**src/rtl/rx_decimator.sv**
```systemverilog
`default_nettype none
// ============================================================================
// Module   : rx_decimator
// Purpose  : Boxcar integrate-and-dump decimator for rotated I/Q lanes.
//            Optional macro RX_DECIMATOR_SAT_EN: saturating add + sat_flag.
// Revision : 1.0  initial release
// ============================================================================
module rx_decimator #(
    parameter int SAMPLE_W = 16,
    parameter int LANES    = 4,
    parameter int ACC_W    = 32,
    parameter int CNT_W    = 16
) (
    input  logic                      clk,
    input  logic                      rst,
    input  logic [SAMPLE_W*LANES-1:0] I_in,
    input  logic [SAMPLE_W*LANES-1:0] Q_in,
    input  logic                      in_valid,
    input  logic                      start,
    input  logic [CNT_W-1:0]          dec_ratio,
    input  logic [CNT_W-1:0]          n_out,
    output logic [ACC_W-1:0]          I_out,
    output logic [ACC_W-1:0]          Q_out,
    output logic                      out_valid,
    output logic                      busy,
    output logic                      done
`ifdef RX_DECIMATOR_SAT_EN
    ,
    output logic                      sat_flag
`endif
);

    localparam logic [1:0] S_IDLE  = 2'd0;
    localparam logic [1:0] S_RUN   = 2'd1;
    localparam logic [1:0] S_FLUSH = 2'd2;
    localparam logic [1:0] S_FIN   = 2'd3;

    localparam logic [CNT_W-1:0] c_one = CNT_W'(1);

    logic [1:0]              r_state;
    logic [CNT_W-1:0]        r_ratio;
    logic [CNT_W-1:0]        r_n_out;
    logic [CNT_W-1:0]        r_cyc_cnt;
    logic [CNT_W-1:0]        r_out_cnt;
    logic                    r_s1_valid;
    logic signed [ACC_W-1:0] r_s1_sum_i;
    logic signed [ACC_W-1:0] r_s1_sum_q;
    logic signed [ACC_W-1:0] r_acc_i;
    logic signed [ACC_W-1:0] r_acc_q;

    logic signed [ACC_W-1:0] w_ext_i [LANES];
    logic signed [ACC_W-1:0] w_ext_q [LANES];
    logic signed [ACC_W-1:0] w_lane_sum_i;
    logic signed [ACC_W-1:0] w_lane_sum_q;
    logic signed [ACC_W-1:0] w_add_i;
    logic signed [ACC_W-1:0] w_add_q;
    logic                    w_blk_end;
    logic                    w_acq_end;

    generate
        for (genvar k = 0; k < LANES; k++) begin : g_lane
            assign w_ext_i[k] = {{(ACC_W-SAMPLE_W){I_in[k*SAMPLE_W+SAMPLE_W-1]}},
                                 I_in[k*SAMPLE_W +: SAMPLE_W]};
            assign w_ext_q[k] = {{(ACC_W-SAMPLE_W){Q_in[k*SAMPLE_W+SAMPLE_W-1]}},
                                 Q_in[k*SAMPLE_W +: SAMPLE_W]};
        end
    endgenerate

    always_comb begin
        w_lane_sum_i = '0;
        w_lane_sum_q = '0;
        for (int k = 0; k < LANES; k++) begin
            w_lane_sum_i = w_lane_sum_i + w_ext_i[k];
            w_lane_sum_q = w_lane_sum_q + w_ext_q[k];
        end
    end

`ifdef RX_DECIMATOR_SAT_EN
    localparam logic signed [ACC_W-1:0] c_acc_max = {1'b0, {(ACC_W-1){1'b1}}};
    localparam logic signed [ACC_W-1:0] c_acc_min = {1'b1, {(ACC_W-1){1'b0}}};

    logic signed [ACC_W:0] w_wide_i;
    logic signed [ACC_W:0] w_wide_q;
    logic                  w_ovf_i;
    logic                  w_ovf_q;
    logic                  r_sat_flag;

    // One guard bit exposes overflow: the top two bits disagree.
    always_comb begin
        w_wide_i = {r_acc_i[ACC_W-1], r_acc_i} + {r_s1_sum_i[ACC_W-1], r_s1_sum_i};
        w_wide_q = {r_acc_q[ACC_W-1], r_acc_q} + {r_s1_sum_q[ACC_W-1], r_s1_sum_q};
        w_ovf_i  = w_wide_i[ACC_W] ^ w_wide_i[ACC_W-1];
        w_ovf_q  = w_wide_q[ACC_W] ^ w_wide_q[ACC_W-1];
        w_add_i  = w_ovf_i ? (w_wide_i[ACC_W] ? c_acc_min : c_acc_max) : w_wide_i[ACC_W-1:0];
        w_add_q  = w_ovf_q ? (w_wide_q[ACC_W] ? c_acc_min : c_acc_max) : w_wide_q[ACC_W-1:0];
    end

    always_ff @(posedge clk or posedge rst) begin
        if (rst) begin
            r_sat_flag <= 1'b0;
        end else if (r_state == S_IDLE && start) begin
            r_sat_flag <= 1'b0;
        end else if (r_state == S_RUN && r_s1_valid && (w_ovf_i || w_ovf_q)) begin
            r_sat_flag <= 1'b1;
        end
    end

    assign sat_flag = r_sat_flag;
`else
    always_comb begin
        w_add_i = r_acc_i + r_s1_sum_i;
        w_add_q = r_acc_q + r_s1_sum_q;
    end
`endif

    assign w_blk_end = r_s1_valid && (r_state == S_RUN) && (r_cyc_cnt + c_one == r_ratio);
    assign w_acq_end = w_blk_end && (r_out_cnt + c_one == r_n_out);
    assign busy      = (r_state == S_RUN) || (r_state == S_FLUSH);

    // Stage 1: lane reduction; samples arriving outside RUN never enter the pipe.
    always_ff @(posedge clk or posedge rst) begin
        if (rst) begin
            r_s1_valid <= 1'b0;
            r_s1_sum_i <= '0;
            r_s1_sum_q <= '0;
        end else begin
            r_s1_valid <= in_valid && (r_state == S_RUN);
            r_s1_sum_i <= w_lane_sum_i;
            r_s1_sum_q <= w_lane_sum_q;
        end
    end

    // Stage 2 and acquisition control.
    always_ff @(posedge clk or posedge rst) begin
        if (rst) begin
            r_state   <= S_IDLE;
            r_ratio   <= '0;
            r_n_out   <= '0;
            r_cyc_cnt <= '0;
            r_out_cnt <= '0;
            r_acc_i   <= '0;
            r_acc_q   <= '0;
            I_out     <= '0;
            Q_out     <= '0;
            out_valid <= 1'b0;
            done      <= 1'b0;
        end else begin
            out_valid <= 1'b0;
            done      <= (r_state == S_FIN);
            case (r_state)
                S_IDLE: begin
                    if (start) begin
                        if (n_out != '0) begin
                            r_ratio   <= (dec_ratio == '0) ? c_one : dec_ratio;
                            r_n_out   <= n_out;
                            r_cyc_cnt <= '0;
                            r_out_cnt <= '0;
                            r_acc_i   <= '0;
                            r_acc_q   <= '0;
                            r_state   <= S_RUN;
                        end else begin
                            r_state   <= S_FIN;
                        end
                    end
                end
                S_RUN: begin
                    if (w_blk_end) begin
                        I_out     <= w_add_i;
                        Q_out     <= w_add_q;
                        out_valid <= 1'b1;
                        r_acc_i   <= '0;
                        r_acc_q   <= '0;
                        r_cyc_cnt <= '0;
                        r_out_cnt <= r_out_cnt + c_one;
                        if (w_acq_end) begin
                            r_state <= S_FLUSH;
                        end
                    end else if (r_s1_valid) begin
                        r_acc_i   <= w_add_i;
                        r_acc_q   <= w_add_q;
                        r_cyc_cnt <= r_cyc_cnt + c_one;
                    end
                end
                S_FLUSH: r_state <= S_FIN;
                default: r_state <= S_IDLE;
            endcase
        end
    end

endmodule
`default_nettype wire
```
**config.mk**
```make
export PLATFORM = sky130hd
export DESIGN_NAME = rx_decimator
export DESIGN_NICKNAME = d
export VERILOG_FILES = /design/src/rtl/rx_decimator.sv
export SDC_FILE = /design/constraint.sdc
export NUM_CORES = 1
export LEC_CHECK = 0
export ABC_AREA = 1
export ABC_CLOCK_PERIOD_IN_PS = 9500
export BUFFER_PORTS_ARGS = -buffer_cell sky130_fd_sc_hd__buf_2
export CAP_MARGIN = 20
export CORE_MARGIN = 2
export CORE_UTILIZATION = 60
export CTS_BUF_LIST = sky130_fd_sc_hd__clkbuf_8
export DETAILED_ROUTE_END_ITERATION = 10
export PLACE_DENSITY = 0.81
export REMOVE_ABC_BUFFERS = 1
export SLEW_MARGIN = 30
export SYNTH_ARGS = -nofsm -noshare
export SYNTH_HDL_FRONTEND = slang
export SYNTH_SLANG_ARGS = --single-unit
```
**constraint.sdc**
```tcl
create_clock -name clk -period 9.5 [get_ports clk]
set_input_delay 0.95 -clock clk [delete_from_list [all_inputs] [get_ports clk]]
set_output_delay 0.95 -clock clk [all_outputs]
set_load 0.02 [all_outputs]
```
After elaboration in Yosys (flattened, before gate mapping). Index checks and enable logic that the tools add are counted.

Bits in registers: 235. Bits of input ports: 164. Output and inout bits: 67. Logic and storage cells: 71.

$add $sub $neg: 10. Equality and inequality tests: 10. Mux-type cells: 23. Reductions and logical operators: 14.

Operators with widths (count): $mux W32 (6); $pmux W32 S2 (2); $mux W16 (6); $add A32 B19 Y32 (2); $pmux W16 S2 (2); $add A18 B16 Y19 (2); $add A17 B16 Y18 (2); $add A16 B16 Y17 (2); $add A16 B1 Y16 const B (2); $eq A16 B16 Y1 (2); $logic_not A16 Y1 (1); $reduce_bool A16 Y1 (1); $mux W2 (4); $ne A2 B2 Y1 const B (4); $reduce_and A4 Y1 (2); $pmux W2 S3 (1); $reduce_and A3 Y1 (2); $eq A2 B2 Y1 const B (2); $logic_and A1 B1 Y1 (4); $ne A3 B3 Y1 const B (1); $eq A2 B1 Y1 const B (1); $logic_not A2 Y1 (1); $mux W1 (2); $reduce_and A2 Y1 (1); other kinds (2) (2).

Logic depth before layout (Yosys ltp). Gate-level depths: netlist (run 1).

Depth in word-level cells: 7. Depth in mapped cells: 18. Mapped depth without buffers: 18.

Worst setup path after synthesis (run 1). Ideal clock, no wire load.

Path type: input-to-reg. Start: input port I_in[1]. End: register r_s1_sum_i[15]. Library setup time: 0.079 ns. Arrival: 3.935 ns. Required time: 9.421 ns. Setup slack: 5.486 ns. Stages: 15. Buffers on the path: 0. Cells stage by stage: inv_1 -> fa_1 -> fa_1 -> inv_1 -> ha_1 -> inv_1 -> fa_1 -> o21ai_0 -> nand2_1 -> nand2_1 -> o21ai_0 -> o21ai_0 -> a21oi_1 -> o21ai_0 -> xor2_1.

Cells in the longest elaborated chain, start to end: 3.

Ends and longest elaborated chain: start: declaration (RTL line 16) `input logic [SAMPLE_W*LANES-1:0] I_in,`; $add A16 B16 Y17 (RTL line 73) `w_lane_sum_i = w_lane_sum_i + w_ext_i[k];`; $add A17 B16 Y18 (RTL line 73); $add A18 B16 Y19 (RTL line 73); via w_lane_sum_i[15] (RTL line 53) `logic signed [ACC_W-1:0] w_lane_sum_i;`; end signal: assignment (RTL line 128) `r_s1_sum_i <= w_lane_sum_i;`; end: declaration (RTL line 46) `logic signed [ACC_W-1:0] r_s1_sum_i;`.

The timed path passes the listed nets, and every way through them passes these cells. A chain may end at the register's enable or synchronous reset.

Final worst setup path (run 1).
Start: register r_cyc_cnt[0]. End: register r_acc_i[15].

Cells in the longest elaborated chain, start to end: 5. Elaborated cells on any way between the ends: 7. Classes of those cells: 1 x add/sub; 2 x eq/ne; 2 x mux; 2 x reduce/logical.

Ends and longest elaborated chain: start: declaration (RTL line 43) `logic [CNT_W-1:0] r_cyc_cnt;`; start signal: assignment (RTL line 181) `r_cyc_cnt <= r_cyc_cnt + c_one;`; $add A16 B1 Y16 * (RTL line 116) `assign w_blk_end = r_s1_valid && (r_state == S_RUN) && (r_cyc_cnt + c_one == r_ratio);`; $eq A16 B16 Y1 * (RTL line 116); $logic_and A1 B1 Y1 * (RTL line 116); $ne A3 B3 Y1 (no line) or $mux W32 (tied branches); $reduce_and A4 Y1 (no line) or $pmux W32 S2 (tied branches); end signal: assignment (RTL line 179) `r_acc_i <= w_add_i;`; end: declaration (RTL line 48) `logic signed [ACC_W-1:0] r_acc_i;`.

Every way passes the cells marked *; elsewhere a longest branch is shown, timed or not.

==> reports/results.ini, run 1 <==
[floorplanning]
dieArea_mm2=0.02907
die_h_um=170.5
die_x_um=170.5
io_pins=231
fp.coreArea_mm2=0.02710
initial_utilization_pct=61.37
row_count=60

[place]
dp.cells=2755
gp_congestion=0.9229
placed_area_mm2=0.01813
io_buffers=230
hpwlAfterDp_um=32220
pre_cts_ws_ns=4.820

[synth]
netlist_top_cells_count=nand2_1 (684), inv_1 (320), dfrtp_1 (235), o21ai_0 (146), a21oi_1 (134)
yosys.cell_types.count=43
synth.top_cell.area_share_pct=35.36
yosysWarnings=0
synth_edf_count=0
yosysMostFrequentCell=nand2_1
netlist_top_cells_area=dfrtp_1 (35%), nand2_1 (15%), fa_1 (8.2%)
syn_area_mm2=0.01663
synthFlopType=dfrtp_1
netlist_instances=2188
ys_seq_area_share_pct=35.36
async_flop_share_pct=100.0
syn_area_per_cell_um2=7.602
synth_largest_area_cell=dfrtp_1
synth_seq_cells=235

[global_route]
grt_pass1_wl_um=70810
use_met2_pct=50.88
groute.usage.overall_pct=30.02
first_global_vias=15110
overflow=0
grt_max_degree=103
grt_use_met1_pct=39.21
use_met3_pct=5.205
antenna_found_initial=0
top_usage_layer=met2

[sta]
max_freq_ghz=0.2272
worst_slew_pin_slew_ns=0.9281
setup_violations=0
min_period_over_period_pct=46.34
layout_min_cycle_time_ns=4.402
hold_viol=0
tns_ns=0
slew_headroom_pct=38.13
fin_skew_ns=0.02639
drv_slew=0
timing.final.ws_setup_ns=5.098
rsz0062_at_grt=no

[outcome]
status=complete, no violations

[power]
peakVddDrop_uv=129.0
power_density_mw_per_mm2=278.5
p_leak_nw=10.41

[drt]
ant_nets=0
wl_um=42470
vias=15080
drt_pre_antenna_iters=6
drt_iter0_markers=1161
wl_per_cell_um=15.04
viasPerCell=5.340
drc_errors=0

[min_path]
min_path_type=register to register

[critical_path]
end_kind=register
arrival_ns=4.83
critPathLaunchType=register
setup.worst_path.class=register to register
required_ns=9.92
worstPathMaxFanout=88

[finish]
final_area_mm2=0.01897
antenna_cells=0
final_nets=2762
drive_gt1_share_pct=12.81
areaGrowthSynthToFinish_pct=14.06
stdcell_count=2824

[clock_tree]
htree_num_levels=2
clockBufferDepth=3
ctsResizeCount=0
cts_setup_buffers=0
worstSkewPairLatency_ns=0.56
numCtsBuffers=41
clockRootBuffer=clkbuf_8
clock-sinks=235
clk_transition_reported_paths_ns=0.07
cts_tree=built
holdBufCountCts=0

[job]
cap_violations=0

sequential cells by signal, summed over array words and instances (netlist names):
name        count
r_ratio        16
r_s1_sum_q     19
r_state         2
Q_out          32
out_valid       1
r_acc_i        32
r_n_out        16
r_out_cnt      16
r_s1_valid      1
r_s1_sum_i     19
I_out          32
r_cyc_cnt      16
r_acc_q        32
done            1
logic make-up after synthesis:
| logic type | share of synthesized area [%] |
|---|---|
| AO/OA/AOI/OAI | 10.95 |
| AND/OR/NAND/NOR | 24.10 |
| buffers and inverters | 8.531 |
| XOR/XNOR | 5.063 |
| adder cells (fa/ha/maj) | 16.01 |
| flip-flops | 35.36 |
worst paths after layout:
check	start	slack, ns	end	cells after the start
setup / recovery	r_cyc_cnt[0]	5.10	r_acc_i[15]	13
max in group asynchronous	rst	7.07	r_acc_i[0]	4
min in group asynchronous	rst	0.54	r_n_out[10]	2
setup reg to reg	r_cyc_cnt[0]	5.10	r_acc_i[15]	13
hold reg to reg	Q_out[10]	0.47	Q_out[10]	2
hold / removal	Q_out[10]	0.47	Q_out[10]	2
per-stage QoR:
step           power, W  hold WS, ns  util (%)
2_1_floorplan  0.003530       0.4528         -
3_3_place_gp   0.004210       0.4515     66.81
3_5_place_dp   0.004282       0.4571     66.92
4_1_cts        0.005264       0.4711     69.98
5_1_grt        0.005743       0.4978     70.00
6_report       0.005283       0.4670     70.00
layout by cell type, fill, tap and decap left out, drive strengths merged, types with 2 or more instances in the layout:
cell,n
inv,333
nor3,16
xor2,67
xnor2,24
o21ai,182
a31oi,2
nand3,105
nor2,119
dfrtp,235
a21boi,2
nand2,687
fa,68
a21oi,134
clkbuf,51
buf,237
nand3b,3
or2,3
clkinv,4
nand4,33
nor4,11
a21o,4
bufinv,2
o21a,5
o21bai,8
a211oi,2
xnor3,2
o31ai,3
ha,104
final cells by class:
| cell class | instances | area (um2) |
|---|---|---|
| inverters | 322 | 1216 |
| multi-input cells | 1589 | 9351 |
| clock buffers | 51 | 701.9 |
| fillers | 2292 | 8130 |
| well taps | 372 | 465.4 |
| flip-flops and latches | 235 | 5881 |
| repair buffers | 237 | 1227 |
| clock inverters | 18 | 127.6 |
per-layer routing:
layer,vias up,part of all wire (%)
met5,-,0
met4,0,3.0
met3,104,6.3
met2,475,47
met1,7044,44
li1,7457,-
where the power goes:
| part | switching (W) | total (W) | internal [W] |
|---|---|---|---|
| logic | 0.00189 | 0.00286 | 0.000968 |
| clock network | 0.000420 | 0.000954 | 0.000534 |
| registers | 0.000193 | 0.00147 | 0.00128 |
critical path, stage by stage, from the launching register on:
cell	delay [ns]
dfrtp_1	0.46
ha_1	0.25
nand2_2	0.14
nor2_8	0.21
nand2_2	0.09
nor2_2	0.21
xnor3_1	0.29
nand3_2	0.15
nor2_4	0.13
buf_16	0.20
inv_2	0.05
buf_4	0.70
nand3_2	0.88
o21ai_0	0.46
Power figures use the tool's default switching activity.
==> run 2: changes to the inputs <==
--- a/config.mk
+++ b/config.mk
@@ -6,14 +6,14 @@
 export NUM_CORES = 1
 export LEC_CHECK = 0
 export ABC_AREA = 1
-export ABC_CLOCK_PERIOD_IN_PS = 9500
+export ABC_CLOCK_PERIOD_IN_PS = 3700
 export BUFFER_PORTS_ARGS = -buffer_cell sky130_fd_sc_hd__buf_2
 export CAP_MARGIN = 20
 export CORE_MARGIN = 2
-export CORE_UTILIZATION = 60
+export CORE_UTILIZATION = 55
 export CTS_BUF_LIST = sky130_fd_sc_hd__clkbuf_8
 export DETAILED_ROUTE_END_ITERATION = 10
-export PLACE_DENSITY = 0.81
+export PLACE_DENSITY = 0.78
 export REMOVE_ABC_BUFFERS = 1
 export SLEW_MARGIN = 30
 export SYNTH_ARGS = -nofsm -noshare
==> constraint.sdc (replaced) <==
create_clock -name clk -period 3.7 [get_ports clk]
set_input_delay 0.37 -clock clk [delete_from_list [all_inputs] [get_ports clk]]
set_output_delay 0.37 -clock clk [all_outputs]
set_load 0.02 [all_outputs]
==> run 2 against run 1 <==
Compared with the run above: the run now ends with negative hold slack left; clock skew rose by 0.012 ns; critical endpoint is now r_s1_sum_q[15]; global-route usage down 3.0 points; sequential cell count is the same; utilization fell by 5.7 points; non-clock buffer count up 17; total power rose to 2.6 times the previous value; combinational power increased to 2.6 times the previous value; final cell count rose by 1.3%; critical path depth is 5 higher; first-iteration DRC count fell by 14%; clock power increased by 150%.
==> reports/results.ini, run 2 (synthesis results as in run 1) <==
[outcome]
status=finished, violations left
violations=negative hold slack

[global_route]
antenna_found_initial=0  ; unchanged
first_global_vias=14830  ; -1.9%
overflow=0  ; unchanged
grt_max_degree=119  ; +16%
grt_pass1_wl_um=69680  ; -1.6%
groute.usage.overall_pct=27.06  ; -3.0 points

[sta]
layout_min_cycle_time_ns=3.226
worst_slew_pin_slew_ns=0.8515  ; -0.07667 ns
fin_skew_ns=0.03822  ; +0.01183 ns
timing.final.ws_setup_ns=0.4737  ; -4.624 ns
setup_violations=0  ; unchanged
min_period_over_period_pct=87.20
rsz0062_at_grt=no
max_freq_ghz=0.3100
drv_slew=0  ; unchanged
slew_headroom_pct=42.64  ; +4.5 points
hold_ws_ns=-0.03622  ; -0.5032 ns
hold_viol=5  ; +5

[drt]
wl_um=41830  ; -1.5%
vias=15120  ; +0.25%
drc_errors=0  ; unchanged
viasPerCell=5.284  ; -1.0%
drt_pre_antenna_iters=5  ; -1
ant_nets=0  ; unchanged
drt_iter0_markers=993  ; -14%
wl_per_cell_um=14.62  ; -2.8%

[power]
power_w=0.01358  ; +160%
p_leak_nw=10.48  ; +0.66%
power_density_mw_per_mm2=710.6  ; +160%
peakVddDrop_uv=313.7  ; +140%

[floorplanning]
die_x_um=177.9  ; +4.3%
dieArea_mm2=0.03165  ; +8.9%
io_pins=231  ; unchanged
die_h_um=177.9  ; +4.3%
initial_utilization_pct=55.97  ; -5.4 points
fp.coreArea_mm2=0.02972  ; +9.7%
row_count=63  ; +5.0%

[critical_path]
end_kind=register
worstPathMaxFanout=3  ; -97%
arrival_ns=3.67  ; -1.16 ns
critPathLaunchType=input pin
required_ns=4.15  ; -5.77 ns
setup.worst_path.class=input pin to register

[clock_tree]
clk_transition_reported_paths_ns=0.06  ; about the same
worstSkewPairLatency_ns=0.56  ; about the same
holdBufCountCts=1  ; +1
numCtsBuffers=41  ; unchanged
ctsResizeCount=0  ; unchanged
cts_setup_buffers=0  ; unchanged
clockBufferDepth=3  ; unchanged
clockRootBuffer=clkbuf_8
cts_tree=built
htree_num_levels=2  ; unchanged
clock-sinks=235  ; unchanged

[min_path]
min_path_type=input pin to asynchronous set/reset pin

[job]
cap_violations=0  ; unchanged

[place]
hpwlAfterDp_um=32240  ; about the same
pre_cts_ws_ns=-0.1014  ; -4.921 ns
io_buffers=230  ; unchanged
gp_congestion=0.9232  ; about the same

[finish]
final_nets=2779  ; +0.62%
layout_common_cells=nand2_1 (684), inv_1 (331), dfrtp_1 (235)
antenna_cells=0  ; unchanged
drive_gt1_share_pct=13.35  ; +0.55 points
post-route-util_pct=64.29  ; -5.7 points
seqCellArea_mm2=0.005881  ; unchanged
areaGrowthSynthToFinish_pct=14.87
fillCellCount=2655  ; +16%
final_common_cell=nand2_1
multi_input_area_mm2=0.009349  ; about the same

==> run 2: power breakdown <==
part	internal (W)	leakage [nW]	total [W]	switching, W
registers	0.00328	3.11	0.00374	0.000459
logic	0.00257	6.91	0.00749	0.00492
clock network	0.00127	0.456	0.00234	0.00107
total	0.00712	10.5	0.0136	0.00646
==> run 2: per-stage QoR <==
stage               cells  cell area, um2  setup TNS (ns)
floorplan            2146           16420         -955.36
CTS                  2861           19110               0
finish               2861           19110               0
detailed placement   2789           18300         -0.1043
global placement     2789           18300               0
global route         2861           19110               0
==> run 2: per-layer routing <==
metal	global-route usage, %	routed length (um)
met1	35.66	18630
met5	0	0
met4	9.085	1205
met3	4.456	2555
met2	45.36	19450
==> run 2: final timing paths <==
check / startpoint / endpoint / slack, ns / cells past startpoint
setup / recovery: Q_in[1] / r_s1_sum_q[15] / 0.47 / 18
hold reg to reg: Q_out[13] / Q_out[13] / 0.47 / 2
min in group clk: n_out[12] / r_n_out[12] / 0.05 / 3
max in group asynchronous: rst / Q_out[6] / 2.80 / 3
setup reg to reg: r_acc_i[0] / r_acc_i[22] / 0.74 / 9
hold / removal: rst / Q_out[20] / -0.04 / 2
==> run 2: worst max-delay path, stage by stage <==
cell and delay (ns):
buf_2 0.07, inv_1 0.04, fa_1 0.54, fa_1 0.41
inv_1 0.07, ha_1 0.17, inv_1 0.09, fa_1 0.46
o21ai_0 0.30, a21oi_1 0.15, o21ai_0 0.33, inv_1 0.10
nor2_1 0.10, nor2_1 0.05, a21oi_1 0.18, nand2_1 0.10
nand3_1 0.08, nand2_1 0.06
==> run 2: final cells by class <==
class                           instances  area share, %
Timing Repair Buffer                  254          7.178
Clock buffer                           49          3.530
Inverter                              322          6.365
Tap cell                              390          2.554
Clock inverter                         22         0.6614
Sequential cell                       235          30.78
Multi-Input combinational cell       1589          48.93
